[src/rtl/fetch_unit_if.sv]
// Instruction-memory request/response bus between fetch_unit (master) and the memory (slave).
interface fetch_unit_if;
    logic        imem_req;
    logic [31:0] imem_addr;
    logic        imem_rvalid;
    logic [31:0] imem_rdata;

    modport master (output imem_req, output imem_addr, input imem_rvalid, input imem_rdata);
    modport slave  (input imem_req, input imem_addr, output imem_rvalid, output imem_rdata);
endinterface

[src/rtl/fetch_unit.sv]
// Single-outstanding instruction fetch unit: IDLE/WAIT/HOLD/FLUSH sequencer feeding decode.
// Optional feature macro FETCH_MISALIGN_TRAP_EN: misaligned redirects present a trap NOP instead of fetching.
module fetch_unit #(
    parameter logic [31:0] RESET_PC = 32'h0000_0000
) (
    input  logic                clk,
    input  logic                reset,
    input  logic                stall_f,
    input  logic                redirect_valid,
    input  logic [31:0]         redirect_pc,
    fetch_unit_if.master        imem,
    output logic                valid_f,
    output logic [31:0]         inst_f,
    output logic [31:0]         pc_f,
    output logic [31:0]         pc_plus_4_f,
    output logic                misalign_f
);

    typedef enum logic [1:0] {
        IDLE  = 2'd0,
        WAIT  = 2'd1,
        HOLD  = 2'd2,
        FLUSH = 2'd3
    } state_t;

    localparam logic [31:0] NOP_INST = 32'h0000_0013;

    state_t      state_r, state_s;
    logic [31:0] pc_r, pc_s;
    logic [31:0] inst_r, inst_s;
    logic [31:0] pcf_r, pcf_s;
    logic [31:0] pc4_r, pc4_s;
    logic        valid_r, valid_s;
    logic        mis_r, mis_s;
    logic        pend_r, pend_s;
    logic        req_s;
    logic [31:0] addr_s;
    logic [31:0] tgt_s;
    logic        misal_s;
    logic        outstanding_s;

`ifdef FETCH_MISALIGN_TRAP_EN
    assign tgt_s   = redirect_pc;
    assign misal_s = (redirect_pc[1:0] != 2'b00);
`else
    assign tgt_s   = redirect_pc & 32'hFFFF_FFFC;
    assign misal_s = 1'b0;
`endif

    // A response is still owed after this cycle; pend_r covers a trap taken while one was in flight.
    assign outstanding_s = ((state_r == WAIT) || (state_r == FLUSH) || pend_r) && !imem.imem_rvalid;

    // Next-state, next-register and request decode; redirect beats every other event.
    always_comb begin
        state_s = state_r;
        pc_s    = pc_r;
        inst_s  = inst_r;
        pcf_s   = pcf_r;
        pc4_s   = pc4_r;
        valid_s = valid_r;
        mis_s   = mis_r;
        pend_s  = pend_r;
        req_s   = 1'b0;
        addr_s  = pc_r;
        if (redirect_valid) begin
            pc_s = tgt_s;
            if (misal_s) begin
                state_s = HOLD;
                valid_s = 1'b1;
                mis_s   = 1'b1;
                inst_s  = NOP_INST;
                pcf_s   = redirect_pc;
                pc4_s   = redirect_pc + 32'd4;
                pend_s  = outstanding_s;
            end else begin
                state_s = outstanding_s ? FLUSH : IDLE;
                valid_s = 1'b0;
                mis_s   = 1'b0;
                pend_s  = 1'b0;
            end
        end else begin
            case (state_r)
                IDLE: begin
                    req_s   = 1'b1;
                    addr_s  = pc_r;
                    state_s = WAIT;
                end
                WAIT: begin
                    if (imem.imem_rvalid) begin
                        inst_s  = imem.imem_rdata;
                        pcf_s   = pc_r;
                        pc4_s   = pc_r + 32'd4;
                        valid_s = 1'b1;
                        mis_s   = 1'b0;
                        state_s = HOLD;
                    end else begin
                        state_s = WAIT;
                    end
                end
                HOLD: begin
                    if (stall_f) begin
                        pend_s = pend_r && !imem.imem_rvalid;
                    end else begin
                        valid_s = 1'b0;
                        mis_s   = 1'b0;
                        pc_s    = pc_r + 32'd4;
                        pend_s  = 1'b0;
                        // A trap left a response in flight: drain it before issuing the next request.
                        if (pend_r) begin
                            state_s = imem.imem_rvalid ? IDLE : FLUSH;
                        end else begin
                            req_s   = 1'b1;
                            addr_s  = pc_r + 32'd4;
                            state_s = WAIT;
                        end
                    end
                end
                FLUSH: begin
                    if (imem.imem_rvalid) begin
                        state_s = IDLE;
                    end else begin
                        state_s = FLUSH;
                    end
                end
                default: begin
                    state_s = IDLE;
                end
            endcase
        end
    end

    // State and presented-instruction registers with synchronous reset.
    always_ff @(posedge clk) begin
        if (reset) begin
            state_r <= IDLE;
            pc_r    <= RESET_PC;
            inst_r  <= 32'h0000_0000;
            pcf_r   <= 32'h0000_0000;
            pc4_r   <= 32'h0000_0000;
            valid_r <= 1'b0;
            mis_r   <= 1'b0;
            pend_r  <= 1'b0;
        end else begin
            state_r <= state_s;
            pc_r    <= pc_s;
            inst_r  <= inst_s;
            pcf_r   <= pcf_s;
            pc4_r   <= pc4_s;
            valid_r <= valid_s;
            mis_r   <= mis_s;
            pend_r  <= pend_s;
        end
    end

    assign imem.imem_req  = req_s & ~reset;
    assign imem.imem_addr = addr_s;
    assign valid_f        = valid_r;
    assign inst_f         = inst_r;
    assign pc_f           = pcf_r;
    assign pc_plus_4_f    = pc4_r;
    assign misalign_f     = mis_r;

endmodule

[src/flat_wrapper.sv]
// flat-port wrapper written by rule: the top's interface ports become plain ports
module fetch_unit_flat 
#(
    parameter logic [31:0] RESET_PC = 32'h0000_0000
)
  (clk, reset, stall_f, redirect_valid, redirect_pc, valid_f, inst_f, pc_f, pc_plus_4_f, misalign_f, imem_imem_req, imem_imem_addr, imem_imem_rvalid, imem_imem_rdata);
  fetch_unit_if imem_i ();
  input  logic clk;
  input  logic reset;
  input  logic stall_f;
  input  logic redirect_valid;
  input  logic [31:0] redirect_pc;
  output logic valid_f;
  output logic [31:0] inst_f;
  output logic [31:0] pc_f;
  output logic [31:0] pc_plus_4_f;
  output logic misalign_f;
  output wire logic [$bits(imem_i.imem_req)-1:0] imem_imem_req;
  output wire logic [$bits(imem_i.imem_addr)-1:0] imem_imem_addr;
  input wire logic [$bits(imem_i.imem_rvalid)-1:0] imem_imem_rvalid;
  input wire logic [$bits(imem_i.imem_rdata)-1:0] imem_imem_rdata;
  assign imem_imem_req = imem_i.imem_req;
  assign imem_imem_addr = imem_i.imem_addr;
  assign imem_i.imem_rvalid = imem_imem_rvalid;
  assign imem_i.imem_rdata = imem_imem_rdata;
  fetch_unit #(.RESET_PC(RESET_PC)) u_core (.clk(clk), .reset(reset), .stall_f(stall_f), .redirect_valid(redirect_valid), .redirect_pc(redirect_pc), .imem(imem_i), .valid_f(valid_f), .inst_f(inst_f), .pc_f(pc_f), .pc_plus_4_f(pc_plus_4_f), .misalign_f(misalign_f));
endmodule
[config.mk]
export PLATFORM = sky130hd
export DESIGN_NAME = fetch_unit_flat
export DESIGN_NICKNAME = d
export VERILOG_FILES = /design/src/rtl/fetch_unit_if.sv /design/src/rtl/fetch_unit.sv /design/src/flat_wrapper.sv
export SDC_FILE = /design/constraint.sdc
export NUM_CORES = 1
export LEC_CHECK = 0
export ABC_AREA = 1
export BUFFER_PORTS_ARGS = -buffer_cell sky130_fd_sc_hd__buf_2
export CORE_MARGIN = 5
export CORE_UTILIZATION = 40
export DETAILED_ROUTE_END_ITERATION = 8
export GPL_TIMING_DRIVEN = 1
export PLACE_DENSITY = 0.65
export SETUP_SLACK_MARGIN = 0.4
export SYNTH_ARGS = -nofsm -noshare
export SYNTH_HDL_FRONTEND = slang
export SYNTH_SLANG_ARGS = --single-unit
export TNS_END_PERCENT = 10
[constraint.sdc]
create_clock -name clk -period 2.2 [get_ports clk]
set_input_delay 0.33 -clock clk [delete_from_list [all_inputs] [get_ports clk]]
set_output_delay 0.33 -clock clk [all_outputs]
set_load 0.03 [all_outputs]
==> out/results.tsv <==
metric	value	unit
worst path bufs/invs	2	
vias	6317	
final hold vios	0	
num ports	200	
max_cap viols	0	
clk_skew	0.00463	ns
most frequent cells in the layout	buf_2 (164), nand2_1 (142), nor2_1 (140)	
Fillers	1379	
WL final	19600	um
Setup TNS Final	-0.248	ns
Seq/Total Area, Yosys	41.9	%
die area	0.0176	mm2
maximum vdd drop	0.489	mV
Leak	4.20	nW
status	finished with violations	
Post-DRT Antenna Nets	0	
hold_buf cts	0	
Hold/Removal Path Class	in2reg	
CTS buffer count	17	
RSZ-0062 raised after global routing	yes	
Root Buffer	clkbuf_16	
Num Clock Sinks	126	
critical path endpoint category	primary output	
Synth async-reset ratio	0	%
ratio of final minimum period to clock period	102	%
Initial Util	41.1	%
Post-Synthesis Cells	893	
Final Total Pwr	6.29	mW
worst-margin pin slew	0.623	ns
chip width	133	um
Required @ worst endpoint	1.87	ns
Core Region	0.0146	mm2
CP startpoint kind	flip-flop	
Post-synth top flop	dfxtp_1	
total gr overflow	0	
post-synth cell types	35	
slowest stage cell, crit path	dfxtp_4	
met2 GRT Util	35.4	%
fin area	0.00858	mm2
synthesized flop and latch total	126	
register area	0.00259	mm2
clock period minus final worst setup slack	2.25	ns
Critical Path Most Common Cell	nand2_1	
CP top delay family	simple AND/OR/NAND/NOR gates	
Routability Congestion	0.848	
grt peak-use layer	met2	
FMAX	445	MHz
slack of the critical path	-0.0464	ns
drt first pass iters	6	
Wirelength per Cell	15.0	um
dpl cells	1248	
crit-path cells	inv_1 > nor2_4 > nand2_4 > nor2_4 > nand2_1 > nand2_1 > nand2_1 > o21ai_2 > buf_6	
power density over the cells	734	mW/mm2
antenna violations before repair	0	
CTS tree	yes	
Ys Warns	0	
Final Util	58.6	%
DR vias/cell	4.85	
area of the multi-input gates	0.00322	mm2
chip height	133	um
failing checks	setup timing	
port bufs	190	
worst-path maximum fanout	5	
DRC violations left	0	
area grow syn2layout	42.5	%
vias in the first global route	6221	
crit-path max cell delay	0.37	ns
EDFF count, synth	0	
Syn Std Cell Area	0.00602	mm2
final setup fails	8	
H-tree depth	4	
Clock Path Buffers	2	
GRT met3 Usage	8.09	%
clk_lat worst skew	0.42	ns
worst hold slack	0.134	ns
clock transition at the registers of the reported paths	0.05	ns
max_slew headroom	58.4	%
hpwl dp	13500	um
area post-placement	0.00726	mm2
met1 GRT Util	27.2	%
global-route wire length before repair	31200	um
share of cells above drive strength 1	35.6	%
fin. max-slew vios	0	
commonest non-fill, non-tap cell in the layout	buf_2	
Total GRT Usage	21.8	%
First DRT Iteration DRCs	304	
pre-CTS setup slack	0.130	ns
FP Rows	44	
largest net degree at the start of global routing	73	
Final nets	1178	
Antenna Diode Count	0	
Avg Cell Area, Syn	6.74	um2
Post-Layout Cell Count	1303	
path type of the worst setup path	reg2out	
Worst Path Arrival	1.92	ns
[Yosys cell counts (2+ instances only)]
master	n	area [um2]
a211oi_1	2	15.0
a21o_1	3	22.5
a21oi_1	55	275
a31oi_1	4	25.0
buf_2	15	75.1
buf_4	9	67.6
clkbuf_1	26	97.6
dfxtp_1	126	2520
inv_1	92	345
inv_2	6	22.5
mux2i_1	3	30.0
nand2_1	175	657
nand2_2	5	31.3
nand2_4	2	22.5
nand3_1	21	105
nor2_1	165	619
nor2_2	8	50.1
nor2_4	6	67.6
nor3_1	3	15.0
o21ai_0	127	636
o21ai_1	12	60.1
o221ai_1	3	26.3
xnor2_1	3	26.3
xor2_1	9	78.8
xor2_2	3	48.8
[worst paths after layout]
check | startpoint | to | slack [ns] | cells past startpoint
worst max-delay path | u_core.pc_r[2] | imem_imem_addr[19] | -0.05 | 9
worst min-delay path | imem_imem_rdata[27] | u_core.inst_f[27] | 0.13 | 3
worst max register to register | u_core.pc_r[2] | u_core.pc_r[14] | 0.44 | 10
worst min register to register | u_core.valid_f | u_core.valid_f | 0.47 | 2
[per-layer routing]
layer | vias up | wire, um
met2 | 218 | 9000
met5 | - | 0
met1 | 2828 | 8660
met3 | 27 | 1600
met4 | 0 | 324
li1 | 3244 | -
[registers in the layout (all words and copies together) (netlist names)]
register,count
u_core.valid_f,1
u_core.pend_r,1
u_core.pc_r,30
u_core.pc_f,30
u_core.inst_f,32
u_core.pc_plus_4_f,30
u_core.state_r,2
[repair_timing]
| action | 4_1_cts | 5_1_grt |
|---|---|---|
| setup buffers | 7 | 16 |
| gates resized for setup | 95 | 80 |
| gates cloned | 0 | 2 |
| setup endpoints to repair | 30 | 33 |
| hold endpoints to repair | 0 | 0 |
| pin swaps | 21 | 37 |
[kinds of logic after synthesis]
family	after synthesis	share of synthesized area, %
XOR/XNOR	15	2.56
multiplexers	3	0.499
AO/OA/AOI/OAI	209	18.0
AND/OR/NAND/NOR	388	26.5
other	1	0.0623
flip-flops	126	41.9
adder cells (fa/ha/maj)	1	0.208
buffers and inverters	150	10.3
[worst reg2reg max path, delay by kind of cell, from the launching register on]
kind	cells	cell delay [ns]
adder cells (fa/ha/maj)	1	0.16
buffers and inverters	2	0.23
flip-flops	1	0.37
AO/OA/AOI/OAI	1	0.14
XOR/XNOR	1	0.22
AND/OR/NAND/NOR	5	0.54
[area by class of cell]
cell class | count | area share [%]
clock buffer | 23 | 5.57
clock inverter | 7 | 1.58
inverter | 99 | 4.54
multi-input combinational | 623 | 37.5
sequential | 126 | 30.2
tap | 184 | 2.68
timing repair buffer | 240 | 17.8
timing repair inverter | 1 | 0.102
[where the power goes]
part | internal [mW] | total [mW] | switching [mW]
logic | 0.299 | 0.868 | 0.570
registers | 2.38 | 2.46 | 0.0771
clock network | 1.97 | 2.97 | 0.999
No activity file was read; power rests on OpenSTA's default activity.
